$ cat src/rtl/conv_channel_accum_if.sv
// Handshake bundle between the dot_product feed and the channel accumulator.
// Master drives start/in_v/in_data/bias; slave returns out/out_v/sat/busy.
interface conv_channel_accum_if #(
  parameter int W = 16
);
  logic                start;
  logic                in_v;
  logic signed [W-1:0] in_data;
  logic signed [W-1:0] bias;
  logic signed [W-1:0] out;
  logic                out_v;
  logic                sat;
  logic                busy;

  modport master (
    output start,
    output in_v,
    output in_data,
    output bias,
    input  out,
    input  out_v,
    input  sat,
    input  busy
  );

  modport slave (
    input  start,
    input  in_v,
    input  in_data,
    input  bias,
    output out,
    output out_v,
    output sat,
    output busy
  );
endinterface

$ cat src/rtl/conv_channel_accum.sv
// Sums C partial products plus bias, optional ReLU, saturates to W bits.
// Ports: clk, rst (async active-low), bus (slave: start, in_v, in_data,
// bias -> out, out_v, sat, busy).
module conv_channel_accum #(
  parameter int W    = 16,
  parameter int C    = 4,
  parameter int RELU = 1
) (
  input logic                  clk,
  input logic                  rst,
  conv_channel_accum_if.slave  bus
);

  localparam int LW = $clog2(C);
  localparam int CW = LW + 1;
  localparam int AW = W + LW + 1;

  localparam logic [CW-1:0] LAST = CW'(C - 1);

  localparam logic signed [AW-1:0] MAXV =
    {{(AW-W+1){1'b0}}, {(W-1){1'b1}}};
  localparam logic signed [AW-1:0] MINV =
    {{(AW-W+1){1'b1}}, {(W-1){1'b0}}};

  localparam logic signed [W-1:0] OMAX =
    {1'b0, {(W-1){1'b1}}};
  localparam logic signed [W-1:0] OMIN =
    {1'b1, {(W-1){1'b0}}};

  typedef enum logic [1:0] {
    IDLE,
    ACCUM,
    BIAS,
    ACT
  } state_t;

  state_t state, state_n;

  logic signed [AW-1:0] acc, acc_n;
  logic [CW-1:0]        cnt, cnt_n;
  logic signed [W-1:0]  out_q, out_n;
  logic                 sat_q, sat_n;
  logic                 ov_q, ov_n;

  logic signed [AW-1:0] in_ext;
  logic signed [AW-1:0] bias_ext;
  logic signed [AW-1:0] r;

  assign in_ext   = {{(AW-W){bus.in_data[W-1]}}, bus.in_data};
  assign bias_ext = {{(AW-W){bus.bias[W-1]}}, bus.bias};

  // ReLU ahead of the clip so a clamp to zero never reports saturation.
  assign r = ((RELU != 0) && acc[AW-1]) ? '0 : acc;

  always_ff @(posedge clk or negedge rst) begin
    if (!rst) begin
      state <= IDLE;
      acc   <= '0;
      cnt   <= '0;
      out_q <= '0;
      sat_q <= 1'b0;
      ov_q  <= 1'b0;
    end else begin
      state <= state_n;
      acc   <= acc_n;
      cnt   <= cnt_n;
      out_q <= out_n;
      sat_q <= sat_n;
      ov_q  <= ov_n;
    end
  end

  always_comb begin
    state_n = state;
    acc_n   = acc;
    cnt_n   = cnt;
    out_n   = out_q;
    sat_n   = sat_q;
    ov_n    = 1'b0;

    if (bus.start) begin
      // restart wins over whatever was in flight
      acc_n   = '0;
      cnt_n   = '0;
      state_n = ACCUM;
    end else begin
      unique case (state)
        IDLE: begin
        end
        ACCUM: begin
          if (bus.in_v) begin
            acc_n = acc + in_ext;
            cnt_n = cnt + CW'(1);
            if (cnt == LAST) begin
              state_n = BIAS;
            end
          end
        end
        BIAS: begin
          acc_n   = acc + bias_ext;
          state_n = ACT;
        end
        ACT: begin
          unique case (1'b1)
            (r > MAXV): begin
              out_n = OMAX;
              sat_n = 1'b1;
            end
            (r < MINV): begin
              out_n = OMIN;
              sat_n = 1'b1;
            end
            default: begin
              out_n = r[W-1:0];
              sat_n = 1'b0;
            end
          endcase
          ov_n    = 1'b1;
          state_n = IDLE;
        end
        default: begin
          state_n = IDLE;
        end
      endcase
    end
  end

  assign bus.out   = out_q;
  assign bus.out_v = ov_q;
  assign bus.sat   = sat_q;
  assign bus.busy  = (state != IDLE);

endmodule

$ cat src/flat_wrapper.sv
// flat-port wrapper written by rule: the top's interface ports become plain ports
module conv_channel_accum_flat 
#(
  parameter int W    = 16,
  parameter int C    = 4,
  parameter int RELU = 1
)
  (clk, rst, bus_start, bus_in_v, bus_in_data, bus_bias, bus_out, bus_out_v, bus_sat, bus_busy);
  conv_channel_accum_if #(.W(W)) bus_i ();
  input logic clk;
  input logic rst;
  input wire logic [$bits(bus_i.start)-1:0] bus_start;
  input wire logic [$bits(bus_i.in_v)-1:0] bus_in_v;
  input wire logic [$bits(bus_i.in_data)-1:0] bus_in_data;
  input wire logic [$bits(bus_i.bias)-1:0] bus_bias;
  output wire logic [$bits(bus_i.out)-1:0] bus_out;
  output wire logic [$bits(bus_i.out_v)-1:0] bus_out_v;
  output wire logic [$bits(bus_i.sat)-1:0] bus_sat;
  output wire logic [$bits(bus_i.busy)-1:0] bus_busy;
  assign bus_i.start = bus_start;
  assign bus_i.in_v = bus_in_v;
  assign bus_i.in_data = bus_in_data;
  assign bus_i.bias = bus_bias;
  assign bus_out = bus_i.out;
  assign bus_out_v = bus_i.out_v;
  assign bus_sat = bus_i.sat;
  assign bus_busy = bus_i.busy;
  conv_channel_accum #(.W(W), .C(C), .RELU(RELU)) u_core (.clk(clk), .rst(rst), .bus(bus_i));
endmodule
$ cat config.mk
export PLATFORM = sky130hd
export DESIGN_NAME = conv_channel_accum_flat
export DESIGN_NICKNAME = d
export VERILOG_FILES = /design/src/rtl/conv_channel_accum_if.sv /design/src/rtl/conv_channel_accum.sv /design/src/flat_wrapper.sv
export SDC_FILE = /design/constraint.sdc
export NUM_CORES = 1
export LEC_CHECK = 0
export CORE_UTILIZATION = 49
export DETAILED_ROUTE_END_ITERATION = 10
export DONT_BUFFER_PORTS = 1
export GPL_TIMING_DRIVEN = 1
export PLACE_DENSITY_LB_ADDON = 0.15
export SLEW_MARGIN = 0
export SYNTH_ARGS = -nofsm -noshare
export SYNTH_HDL_FRONTEND = slang
export SYNTH_SLANG_ARGS = --single-unit
$ cat constraint.sdc
create_clock -name clk -period 4.37 [get_ports clk]
set_clock_uncertainty 0.05 [all_clocks]
set_input_delay 0.874 -clock clk [delete_from_list [all_inputs] [get_ports clk]]
set_output_delay 0.874 -clock clk [all_outputs]
set_load 0.005 [all_outputs]
Word level (Yosys, flattened, before mapping) --
Index checks and enable logic that the tools add are counted.
Word-level totals: input port bits 36, register bits 42, logic and storage cells 43, output and inout bits 19
Cells by class: reduce and logical (&&, ||, !) cells 10, equality and inequality tests 6, $lt $le $gt $ge 2, bitwise operators 1, multiplexer cells 15, add/sub/neg operators 3
Operators by type and width (count):
- $add A19 B16 Y19 | 2
- $mux W19 | 2
- $pmux W19 S2 | 1
- $pmux W16 S2 | 1
- $gt A19 B16 Y1 const B | 1
- $lt A19 B16 Y1 const B | 1
- $mux W18 | 1
- $mux W3 | 3
- $mux W2 | 3
- $pmux W2 S3 | 1
- $reduce_and A2 Y1 | 3
- $reduce_bool A2 Y1 | 3
- $eq A2 B2 Y1 const B | 2
- $reduce_bool A4 Y1 | 1
- $add A3 B1 Y3 const B | 1
- $eq A3 B2 Y1 const B | 1
- $mux W1 | 3
- $ne A3 B2 Y1 const B | 1
- $ne A3 B3 Y1 const B | 1
- $reduce_and A3 Y1 | 1
- $reduce_bool A3 Y1 | 1
- $eq A2 B1 Y1 const B | 1
- $reduce_or A2 Y1 | 1
- $not A1 Y1 | 1

Logic depth before layout (Yosys ltp) --
Gate-level depths: netlist of the first run.
depth in word-level cells 5, gate-level depth with buffers 14, gate-level depth less buffers 12

Least setup slack after synthesis of the first run --
No wires, ideal clock.
path kind reg-to-reg, start register u_core.state[0], end register u_core.acc[10], library setup time 0.067 ns, period minus slack after synthesis 3.143 ns, required time 4.253 ns, arrival time 3.026 ns, stages on the path, launching flop included 15, path buffers 2, slack 1.227 ns, path through dfrtp_1 -> inv_1 -> ha_1 -> buf_6 -> clkbuf_1 -> mux2_2 -> ha_1 -> inv_1 -> fa_1 -> nand2b_1 -> a21oi_2 -> o21ba_2 -> o21ai_4 -> a2111oi_2 -> a311o_1
On the way: word-level cells in the longest chain between the ends 3, elaborated cells between the ends (all ways) 7, those cells by class eq/ne: 3; mux: 2; reduce/logical: 2
Ends and longest elaborated chain:
- start: declaration | line conv_channel_accum.sv:37 | state_t state, state_n;
- start signal: assignment | line conv_channel_accum.sv:64 | state <= state_n;
- $eq A2 B2 Y1 or $eq A2 B1 Y1 (tied branches) | line conv_channel_accum.sv:87 | unique case (state)
- $pmux W19 S2 (tied with other cells) | line conv_channel_accum.sv:87
- $mux W19 or $reduce_and A2 Y1 (tied branches)
- end signal: assignment | line conv_channel_accum.sv:65 | acc <= acc_n;
- end: declaration | line conv_channel_accum.sv:39 | logic signed [AW-1:0] acc, acc_n;
Several ways; a longest one is shown, not always the timed one. A chain may end at the register's enable or synchronous reset.

Final worst setup path of the first run --
start register u_core.state[0], end register u_core.acc[18]
The elaborated chain is that of the path after synthesis.

==> results of run 1 <==
==> worst max-delay path: stages, from the launching register on <==
cell	delay, ps
sky130_fd_sc_hd__dfrtp_1	410
sky130_fd_sc_hd__inv_1	120
sky130_fd_sc_hd__ha_1	360
sky130_fd_sc_hd__buf_4	310
sky130_fd_sc_hd__mux2i_1	310
sky130_fd_sc_hd__inv_1	150
sky130_fd_sc_hd__ha_1	400
sky130_fd_sc_hd__a21o_1	190
sky130_fd_sc_hd__a21oi_1	210
sky130_fd_sc_hd__o211ai_1	140
sky130_fd_sc_hd__and3_1	220
sky130_fd_sc_hd__o31a_1	280
sky130_fd_sc_hd__nand3_1	70
==> power groups by stage <==
stage	Clock (W)	Combinational [W]	Sequential, W
after CTS	0.000317	0.00122	0.000705
after global placement	0	0.00120	0.000711
final	0.000307	0.00123	0.000703
after detailed placement	0	0.00121	0.000713
after global routing	0.000326	0.00136	0.000738
after floorplan	0	0.00102	0.000654
==> stage by stage <==
| step | util (%) | power, W | hold WS [ps] | std cells | setup WS [ps] |
|---|---|---|---|---|---|
| 3_3_place_gp | 52.2 | 0.00191 | 450 | 395 | 1220 |
| 2_1_floorplan | - | 0.00168 | 430 | 334 | 1230 |
| 6_report | 53.9 | 0.00224 | 211 | 403 | 1080 |
| 5_1_grt | 53.9 | 0.00242 | 197 | 403 | 826 |
| 4_1_cts | 53.9 | 0.00224 | 198 | 403 | 1080 |
| 3_5_place_dp | 52.2 | 0.00192 | 454 | 395 | 1100 |
==> logic make-up after synthesis <==
family,count (synthesis),share of synthesized area (%)
buffers and inverters,30,4.08
AND/OR/NAND/NOR,116,19.5
XOR/XNOR,8,2.26
AO/OA/AOI/OAI,94,23.1
adder cells (fa/ha/maj),26,10.7
multiplexers,18,6.42
flip-flops,42,33.9
==> cell type report <==
class | instances | area (um2) | area share [%]
multi-input cells | 262 | 1920 | 59.1
well taps | 75 | 93.8 | 2.89
clock buffers | 7 | 76.3 | 2.35
inverters | 12 | 47.5 | 1.46
repair buffers | 4 | 30.0 | 0.924
clock inverters | 1 | 30.0 | 0.924
flip-flops and latches | 42 | 1050 | 32.3
==> registers in the layout (all words and copies together), names as in the netlist <==
name              count
u_core.acc           19
u_core.bus.sat        1
u_core.cnt            3
u_core.bus.out_v      1
u_core.state          2
u_core.bus.out       16
==> worst min-delay path by stage <==
stage,slack (ps),cells after the start,start,endpoint
floorplan,430,2,u_core.cnt[2],u_core.cnt[2]
detailed placement,450,2,u_core.cnt[2],u_core.cnt[2]
CTS,200,0,rst,u_core.bus.out[0]
global placement,450,2,u_core.cnt[2],u_core.cnt[2]
global route,200,0,rst,u_core.bus.out[0]
finish,210,0,rst,u_core.bus.out[0]
==> metal layers <==
| layer | wire, um | up-vias | global-route usage (%) |
|---|---|---|---|
| li1 | - | 1211 | - |
| met1 | 3350 | 1144 | 30.6 |
| met2 | 3120 | 76 | 35.7 |
| met3 | 376 | 9 | 4.00 |
| met4 | 87 | 0 | 8.75 |
| met5 | 0 | - | 0 |
==> cells in the final DEF, fill, tap and decap left out, drive strengths merged, types with 5 or more instances in the layout <==
cell type / n
clkbuf: 7
o21ai: 11
and3: 6
nor2: 19
xnor2: 5
ha: 25
nand3: 13
mux2: 15
dfrtp: 42
a21o: 8
o22a: 16
a21oi: 22
nand4: 5
inv: 12
nand2: 28
nor2b: 20
nor3: 6
==> impl_metrics.py, run 1 <==
metrics = {
    "setup_path": {
        "worst_reg2reg_path_startpoint": "u_core.state[0]",
        "ff2ff_setup_slack_ps": 1080,
        "arrival_ps": 3480,
        "critical_path_required_ps": 4560,
        "critical_path.startpoint_type": "register",
        "worstRegToRegCells": 12,
        "worst-path-max-fanout": 12,
        "worstReg2RegEnd": "u_core.acc[18]",
        "timing_worst_setup_path_type": "register to register",
        "critPathLaunch": "u_core.state[0]",
        "termination_of_the_worst_setup_path": "u_core.acc[18]",
        "setup.worst_path.end_class": "register",
    },
    "sta": {
        "max-slew-margin-rel_pct": 44.0,
        "slew_viol_final": 0,
        "setup_total_negative_slack_ps": 0,
        "report.final.setup_viol": 0,
        "hold_violations": 0,
        "transition_time_at_the_pin_with_the_least_slew_margin_ps": 835,
        "timing.fmax_ghz": 0.304,
        "fin_crit_sh_pct": 75.3,
        "finalWorstPathRequiredPeriod_ps": 3290,
        "rsz0062_at_grt": "no",
    },
    "synthesis": {
        "postSynth.asyncResetShare_pct": 100,
        "synth_top_flop_cell": "sky130_fd_sc_hd__dfrtp_1",
        "synth_nets": 396,
        "synth_seq_area_share_pct": 33.9,
        "count_of_flip_flops_with_a_built_in_enable_after_synthesis": 0,
        "synth_common_cells": "sky130_fd_sc_hd__dfrtp_1, sky130_fd_sc_hd__nand2_1, sky130_fd_sc_hd__ha_1",
        "post-synth-top-area-fraction_pct": 33.9,
        "postSynthRegisterBits": 42,
        "library_cells_used_by_synthesis": 62,
        "post_synth_instance_area_um2": 3100,
        "syn_area_per_cell_um2": 9.28,
        "post-synth-top-count-cell": "sky130_fd_sc_hd__dfrtp_1",
        "synth.yosys.warnings": 0,
        "ys_top_cells_by_area": "sky130_fd_sc_hd__dfrtp_1, sky130_fd_sc_hd__ha_1, sky130_fd_sc_hd__mux2_2",
        "synthDominantAreaCellType": "sky130_fd_sc_hd__dfrtp_1",
        "syn_inst_count": 334,
    },
    "pwr": {
        "pwr_density_cell_nw_per_um2": 688,
        "switching_share_pct": 43.4,
        "power_report.internal_total_w": 0.00127,
        "seq_power_share_pct": 31.4,
        "vdd_ir_drop_max_uv": 354,
        "total_leakage_power_nw": 1.47,
        "comb_power_share_pct": 54.8,
        "power_frac_clock_pct": 13.7,
        "switchingPower_w": 0.000972,
    },
    "hold_path": {
        "worst_hold_path_type": "input pin to async pin",
    },
    "floorplan": {
        "chip_width_um": 81.5,
        "placementRows": 28,
        "top_level_ports": 55,
        "die_height_um": 81.5,
        "fp.dieArea_um2": 6650,
        "start_util_pct": 51.4,
        "core_area_um2": 6030,
    },
    "clocking": {
        "cts.hold.buffers_added": 0,
        "total_number_of_clock_tree_sinks": 42,
        "tritoncts.num_buffers": 5,
        "post_cts.repair.setup_buffers": 0,
        "cts.path.max_buffers": 2,
        "postCtsResizedCells": 0,
        "path_clk_slew_ps": 80,
        "tritoncts": "yes",
        "number_of_levels_the_h_tree_was_split_into": 2,
        "clock_insertion_delay_worst_skew_ps": 300,
        "cts_root_buffer": "sky130_fd_sc_hd__clkbuf_8",
    },
    "place": {
        "numPortBuffers": 0,
        "routabilityCongestion": 0.933,
        "detailed_place.area_um2": 3140,
        "dp.final_hpwl_um": 5020,
    },
    "route": {
        "drtAntennaViolNets": 0,
        "drc": 0,
        "detailedRoute.firstPassIterationCount": 4,
        "detailedRoute.firstIterationViolations": 156,
        "via_count": 2440,
        "vias_per_cell": 6.05,
        "wl_per_cell_um": 17.2,
        "routed_wirelength_um": 6940,
    },
    "global_routing": {
        "grt_pass1_wl_um": 11400,
        "gr-total-overflow": 0,
        "global_router_s_overall_resource_usage_pct": 22.6,
        "grt_start_max_net_pins": 43,
        "via_count_of_the_first_global_routing_pass": 2394,
        "grt_antenna_before_repair": 0,
    },
    "cells_and_area": {
        "diodes": 0,
        "n_fill_cell": 601,
        "syn_to_layout_area_delta_pct": 4.89,
        "drive_gt1_share_pct": 11.3,
        "design_area_um2": 3250,
        "finalNetCount": 389,
    },
    "flow_run": {
        "maxCapViolations": 0,
    },
    "status": {
        "status": "finished, final reports clean",
    },
}
(Power assumes the default switching activity.)
==> run 2: changes to the inputs <==
==> constraint.sdc (replaced) <==
create_clock -name clk -period 3 [get_ports clk]
set_clock_uncertainty 0.05 [all_clocks]
set_input_delay 0.6 -clock clk [delete_from_list [all_inputs] [get_ports clk]]
set_output_delay 0.6 -clock clk [all_outputs]
set_load 0.005 [all_outputs]
==> run 2 against run 1 <==
  * Register-to-register slack worse by 950 ps
  * Total power up 61%
  * Flip-flop and latch count unchanged
  * Final cell count up 5.2%
==> impl_metrics.py, run 2 (synthesized netlist as in run 1, its figures left out) <==
metrics = {
    "status": {
        "status": "finished, final reports clean",
    },
    "global_routing": {
        "grt_pass1_wl_um": 11500,
        "grt_start_max_net_pins": 43,
        "via_count_of_the_first_global_routing_pass": 2356,
        "gr-total-overflow": 0,
        "global_router_s_overall_resource_usage_pct": 22.8,
        "grt_antenna_before_repair": 0,
    },
    "setup_path": {
        "timing_worst_setup_path_type": "register to register",
        "setup.worst_path.end_class": "register",
        "worst_reg2reg_path_startpoint": "u_core.state[0]",
        "critical_path_required_ps": 3140,
        "worstReg2RegEnd": "u_core.acc[10]",
        "worstPathCellList": "inv_1 > ha_4 > mux2_2 > ha_1 > inv_1 > fa_1 > nand2b_1 > a21oi_2 > o21ba_2 > o21ai_4 > a2111oi_2 > a311o_1",
        "ff2ff_setup_slack_ps": 130,
        "arrival_ps": 3000,
        "worst_path_max_delay_cell": "sky130_fd_sc_hd__dfrtp_1",
        "slowest_delay_ps": 390,
        "critical_path.startpoint_type": "register",
        "worstRegToRegCells": 12,
        "critPathMostFrequentCell": "sky130_fd_sc_hd__inv_1",
        "worst-path-max-fanout": 7,
    },
    "place": {
        "dp.final_hpwl_um": 5240,
        "dp_worst_setup_slack_ps": -109,
        "routabilityCongestion": 0.886,
        "placed_cells_incl_taps": 411,
        "numPortBuffers": 0,
    },
    "route": {
        "detailedRoute.firstPassIterationCount": 4,
        "drtAntennaViolNets": 0,
        "detailedRoute.firstIterationViolations": 124,
        "drc": 0,
        "vias_per_cell": 5.99,
        "routed_wirelength_um": 7260,
        "wl_per_cell_um": 17.1,
        "via_count": 2539,
    },
    "clocking": {
        "clock_insertion_delay_worst_skew_ps": 300,
        "cts_root_buffer": "sky130_fd_sc_hd__clkbuf_8",
        "cts.path.max_buffers": 2,
        "path_clk_slew_ps": 90,
        "tritoncts": "yes",
        "number_of_levels_the_h_tree_was_split_into": 2,
        "tritoncts.num_buffers": 5,
        "total_number_of_clock_tree_sinks": 42,
    },
    "cells_and_area": {
        "finalNetCount": 410,
        "final_common_cell": "sky130_fd_sc_hd__dfrtp_1",
        "biggest_register": "u_core.acc",
        "layout.cells.most_common_list": "sky130_fd_sc_hd__dfrtp_1, sky130_fd_sc_hd__nand2_1, sky130_fd_sc_hd__buf_4, sky130_fd_sc_hd__ha_1, sky130_fd_sc_hd__nor2b_1",
        "syn_to_layout_area_delta_pct": 13.2,
        "layout.cells.non_filler": 424,
        "largest_reg_flops": 19,
        "diodes": 0,
        "drive_gt1_share_pct": 19.2,
    },
    "floorplan": {
        "top_level_ports": 55,
        "start_util_pct": 51.4,
        "chip_width_um": 81.5,
        "core_area_um2": 6030,
        "placementRows": 28,
        "die_height_um": 81.5,
        "fp.dieArea_um2": 6650,
    },
    "sta": {
        "hold_violations": 0,
        "timing.fmax_ghz": 0.349,
        "setup_ws_ps": 134,
        "transition_time_at_the_pin_with_the_least_slew_margin_ps": 666,
        "report.final.setup_viol": 0,
        "finalWorstPathRequiredPeriod_ps": 2870,
        "slew_viol_final": 0,
        "fin_crit_sh_pct": 95.5,
        "max-slew-margin-rel_pct": 55.6,
        "rsz0062_at_grt": "no",
    },
    "pwr": {
        "total_leakage_power_nw": 1.60,
        "vdd_ir_drop_max_uv": 497,
        "pwr_density_cell_nw_per_um2": 1030,
    },
    "flow_run": {
        "maxCapViolations": 0,
    },
    "hold_path": {
        "worst_hold_path_type": "input pin to async pin",
    },
}
==> run 2: critical path: cells and delay by family (launching register included) <==
family,cells,cell delay [ps]
adder cells (fa/ha/maj),3,570
multiplexers,1,340
buffers and inverters,2,200
flip-flops,1,390
AO/OA/AOI/OAI,5,1030
AND/OR/NAND/NOR,1,170
==> run 2: layout make-up <==
type / instances / area (um2)
fillers: 512 / 2520
inverters: 12 / 47.5
well taps: 75 / 93.8
clock buffers: 5 / 68.8
multi-input cells: 262 / 1970
clock inverters: 3 / 68.8
repair buffers: 25 / 208
flip-flops and latches: 42 / 1050
==> run 2: per-layer routing <==
layer | routed length (um) | global-route usage (%)
met5 | 0 | 0
met4 | 128 | 8.21
met3 | 429 | 3.78
met2 | 3220 | 35.8
met1 | 3480 | 31.2
==> run 2: repair_timing <==
action / 4_1_cts / 5_1_grt
hold buffers: 1 / 0
gates resized for setup: 2 / 7
buffers inserted: 0 / 4
endpoints found under the hold margin: 42 / 0
pin swaps: 0 / 3
setup endpoints to repair: 7 / 5
==> run 2: how the worst max path moves through the flow <==
stage | startpoint | to
floorplan | u_core.state[0] | u_core.acc[10]
global placement | u_core.state[0] | u_core.acc[15]
detailed placement | u_core.state[0] | u_core.acc[15]
CTS | u_core.state[0] | u_core.acc[15]
global route | u_core.state[0] | u_core.acc[10]
finish | u_core.state[0] | u_core.acc[10]
==> run 2: per-stage QoR <==
step	setup TNS, ps	cell area [um2]	hold slack, ps	utilization [%]	total power (W)
floorplan	0	3100	254	-	0.00244
global placement	-124	3260	255	54.2	0.00292
detailed placement	-236	3260	255	54.2	0.00296
CTS	0	3440	88.3	57.1	0.00354
global route	0	3510	93.5	58.2	0.00389
finish	0	3510	82.7	58.2	0.00360
==> run 2: power breakdown <==
group          switching (W)  internal [W]  total, W  leakage (nW)
sequential          0.000222      0.000805   0.00103         0.530
clock               0.000214      0.000334  0.000548        0.0683
combinational        0.00107      0.000953   0.00202          1.00
==> run 3: changes to the inputs <==
==> constraint.sdc (replaced) <==
create_clock -name clk -period 2.9 [get_ports clk]
set_clock_uncertainty 0.05 [all_clocks]
set_input_delay 0.58 -clock clk [delete_from_list [all_inputs] [get_ports clk]]
set_output_delay 0.58 -clock clk [all_outputs]
set_load 0.005 [all_outputs]
==> run 3 against run 2 <==
  * Die area is the same
  * Cell area increased by 0.43%
  * Sequential power about the same
  * First-iteration DRC count rose by 11%
  * Count of clock-buffer cells in the layout is 1 higher
  * Clock power decreased by 24%
  * Final cell count down 0.47%
==> impl_metrics.py, run 3 (synthesized netlist as in run 1, its figures left out) <==
metrics = {
    "pwr": {
        "total_leakage_power_nw": 1.59,
        "power_report.internal_total_w": 0.00205,
        "switching_share_pct": 43.9,
        "power_w": 0.00365,
        "pwr_density_cell_nw_per_um2": 1040,
        "vdd_ir_drop_max_uv": 477,
        "comb_power_share_pct": 59.5,
        "switchingPower_w": 0.00160,
        "power_frac_clock_pct": 11.4,
        "seq_power_share_pct": 29.1,
    },
    "floorplan": {
        "top_level_ports": 55,
        "chip_width_um": 81.5,
        "placementRows": 28,
        "start_util_pct": 51.4,
        "die_height_um": 81.5,
        "core_area_um2": 6030,
        "fp.dieArea_um2": 6650,
    },
    "place": {
        "numPortBuffers": 0,
        "dp.final_hpwl_um": 5160,
        "dp_worst_setup_slack_ps": 6.32,
        "routabilityCongestion": 0.866,
    },
    "route": {
        "routed_wirelength_um": 7370,
        "detailedRoute.firstIterationViolations": 138,
        "drtAntennaViolNets": 0,
        "via_count": 2570,
        "wl_per_cell_um": 17.5,
        "vias_per_cell": 6.09,
        "drc": 0,
        "detailedRoute.firstPassIterationCount": 4,
    },
    "global_routing": {
        "via_count_of_the_first_global_routing_pass": 2460,
        "global_router_s_overall_resource_usage_pct": 24.2,
        "grt_antenna_before_repair": 0,
        "grt_pass1_wl_um": 12000,
        "grt_start_max_net_pins": 43,
        "gr-total-overflow": 0,
    },
    "cells_and_area": {
        "diodes": 0,
        "drive_gt1_share_pct": 21.0,
        "n_fill_cell": 528,
        "seqCellArea_um2": 1050,
        "utilization_pct": 58.5,
        "multiInputGateArea_um2": 2030,
        "final_common_cell": "sky130_fd_sc_hd__dfrtp_1",
        "biggest_register": "u_core.acc",
        "syn_to_layout_area_delta_pct": 13.6,
        "layout.cells.most_common_list": "sky130_fd_sc_hd__dfrtp_1, sky130_fd_sc_hd__nand2_1, sky130_fd_sc_hd__ha_1, sky130_fd_sc_hd__nor2b_1, sky130_fd_sc_hd__buf_4",
        "largest_reg_flops": 19,
        "finalNetCount": 408,
    },
    "setup_path": {
        "timing_worst_setup_path_type": "register to register",
        "critPathTopFamily": "simple AND/OR/NAND/NOR gates",
        "arrival_ps": 2970,
        "critical_path_required_ps": 3100,
        "setup.worst_path.end_class": "register",
        "slowest_delay_ps": 500,
        "timing.critical_path.buf_inv": 2,
        "critical_path.startpoint_type": "register",
        "worst-path-max-fanout": 11,
        "worst_path_max_delay_cell": "sky130_fd_sc_hd__or4_1",
        "worstPathCellList": "inv_2 > ha_4 > buf_12 > mux2_2 > ha_1 > a21oi_1 > nand3b_2 > a21oi_2 > nor3_2 > or4_1 > nand3_1",
    },
    "sta": {
        "fin_crit_sh_pct": 95.8,
        "hold_violations": 0,
        "timing.fmax_ghz": 0.360,
        "max-slew-margin-rel_pct": 52.5,
        "transition_time_at_the_pin_with_the_least_slew_margin_ps": 712,
        "slew_viol_final": 0,
        "report.final.setup_viol": 0,
        "setup_ws_ps": 121,
        "finalWorstPathRequiredPeriod_ps": 2780,
    },
    "clocking": {
        "path_clk_slew_ps": 90,
        "cts_root_buffer": "sky130_fd_sc_hd__clkbuf_8",
        "cts.path.max_buffers": 2,
        "total_number_of_clock_tree_sinks": 42,
        "number_of_levels_the_h_tree_was_split_into": 2,
        "tritoncts": "yes",
        "clock_insertion_delay_worst_skew_ps": 300,
        "tritoncts.num_buffers": 5,
    },
    "status": {
        "status": "finished, final reports clean",
    },
    "flow_run": {
        "maxCapViolations": 0,
    },
    "hold_path": {
        "worst_hold_path_type": "input pin to async pin",
    },
}
-- run 3: cell count changes in the layout (fill, tap and decap cells not counted), sizes merged --
cell / change
bufinv: -2
buf: -2
clkbuf: +1
clkinvlp: +1
-- run 3: area by class of cell --
type | count | share of cell area (%)
tap | 75 | 2.66
multi-input combinational | 262 | 57.5
sequential | 42 | 29.8
inverter | 12 | 1.35
clock inverter | 2 | 0.355
clock buffer | 6 | 2.34
timing repair buffer | 23 | 5.93
-- run 3: worst paths after layout --
| path | startpoint | to | slack (ps) | cells past startpoint |
|---|---|---|---|---|
| setup / recovery | u_core.state[0] | u_core.acc[17] | 120 | 11 |
| hold / removal | rst | u_core.acc[9] | 60 | 1 |
| setup reg to reg | u_core.state[0] | u_core.acc[17] | 120 | 11 |
| hold reg to reg | u_core.bus.sat | u_core.bus.sat | 470 | 1 |
| max in group asynchronous | rst | u_core.cnt[2] | 2540 | 1 |
| min in group clk | bus_start | u_core.cnt[1] | 280 | 1 |
-- run 3: what timing repair did --
item | 4_1_cts | 5_1_grt
setup endpoints to repair | 2 | 10
hold endpoints to repair | 42 | 0
resized for setup | 2 | 16
setup buffers | 0 | 0
pin swaps | 0 | 7
hold buffers | 1 | 0
-- run 3: metal layers --
layer | up-vias | share of wire (%) | GRT usage [%]
li1 | 1251 | - | -
met1 | 1225 | 45 | 31.2
met2 | 79 | 47 | 40.3
met3 | 15 | 4.5 | 3.89
met4 | 0 | 3.0 | 9.11
met5 | - | 0 | 0
-- run 3: power by group through the flow --
stage | Combinational (W) | Sequential [W] | Clock [W]
final | 0.00217 | 0.00106 | 0.000415
after floorplan | 0.00157 | 0.000986 | 0
after global routing | 0.00242 | 0.00112 | 0.000443
after CTS | 0.00208 | 0.00106 | 0.000422
after global placement | 0.00201 | 0.00107 | 0
after detailed placement | 0.00204 | 0.00107 | 0
-- run 3: stage by stage --
step                      cells  area [um2]  hold slack [ps]  TNS, ps
after detailed placement    413        3310              235        0
after global placement      413        3310              235        0
after floorplan             334        3130              234        0
final                       422        3520             62.1        0
after global routing        422        3520             68.2    -15.2
after CTS                   422        3450             66.7        0
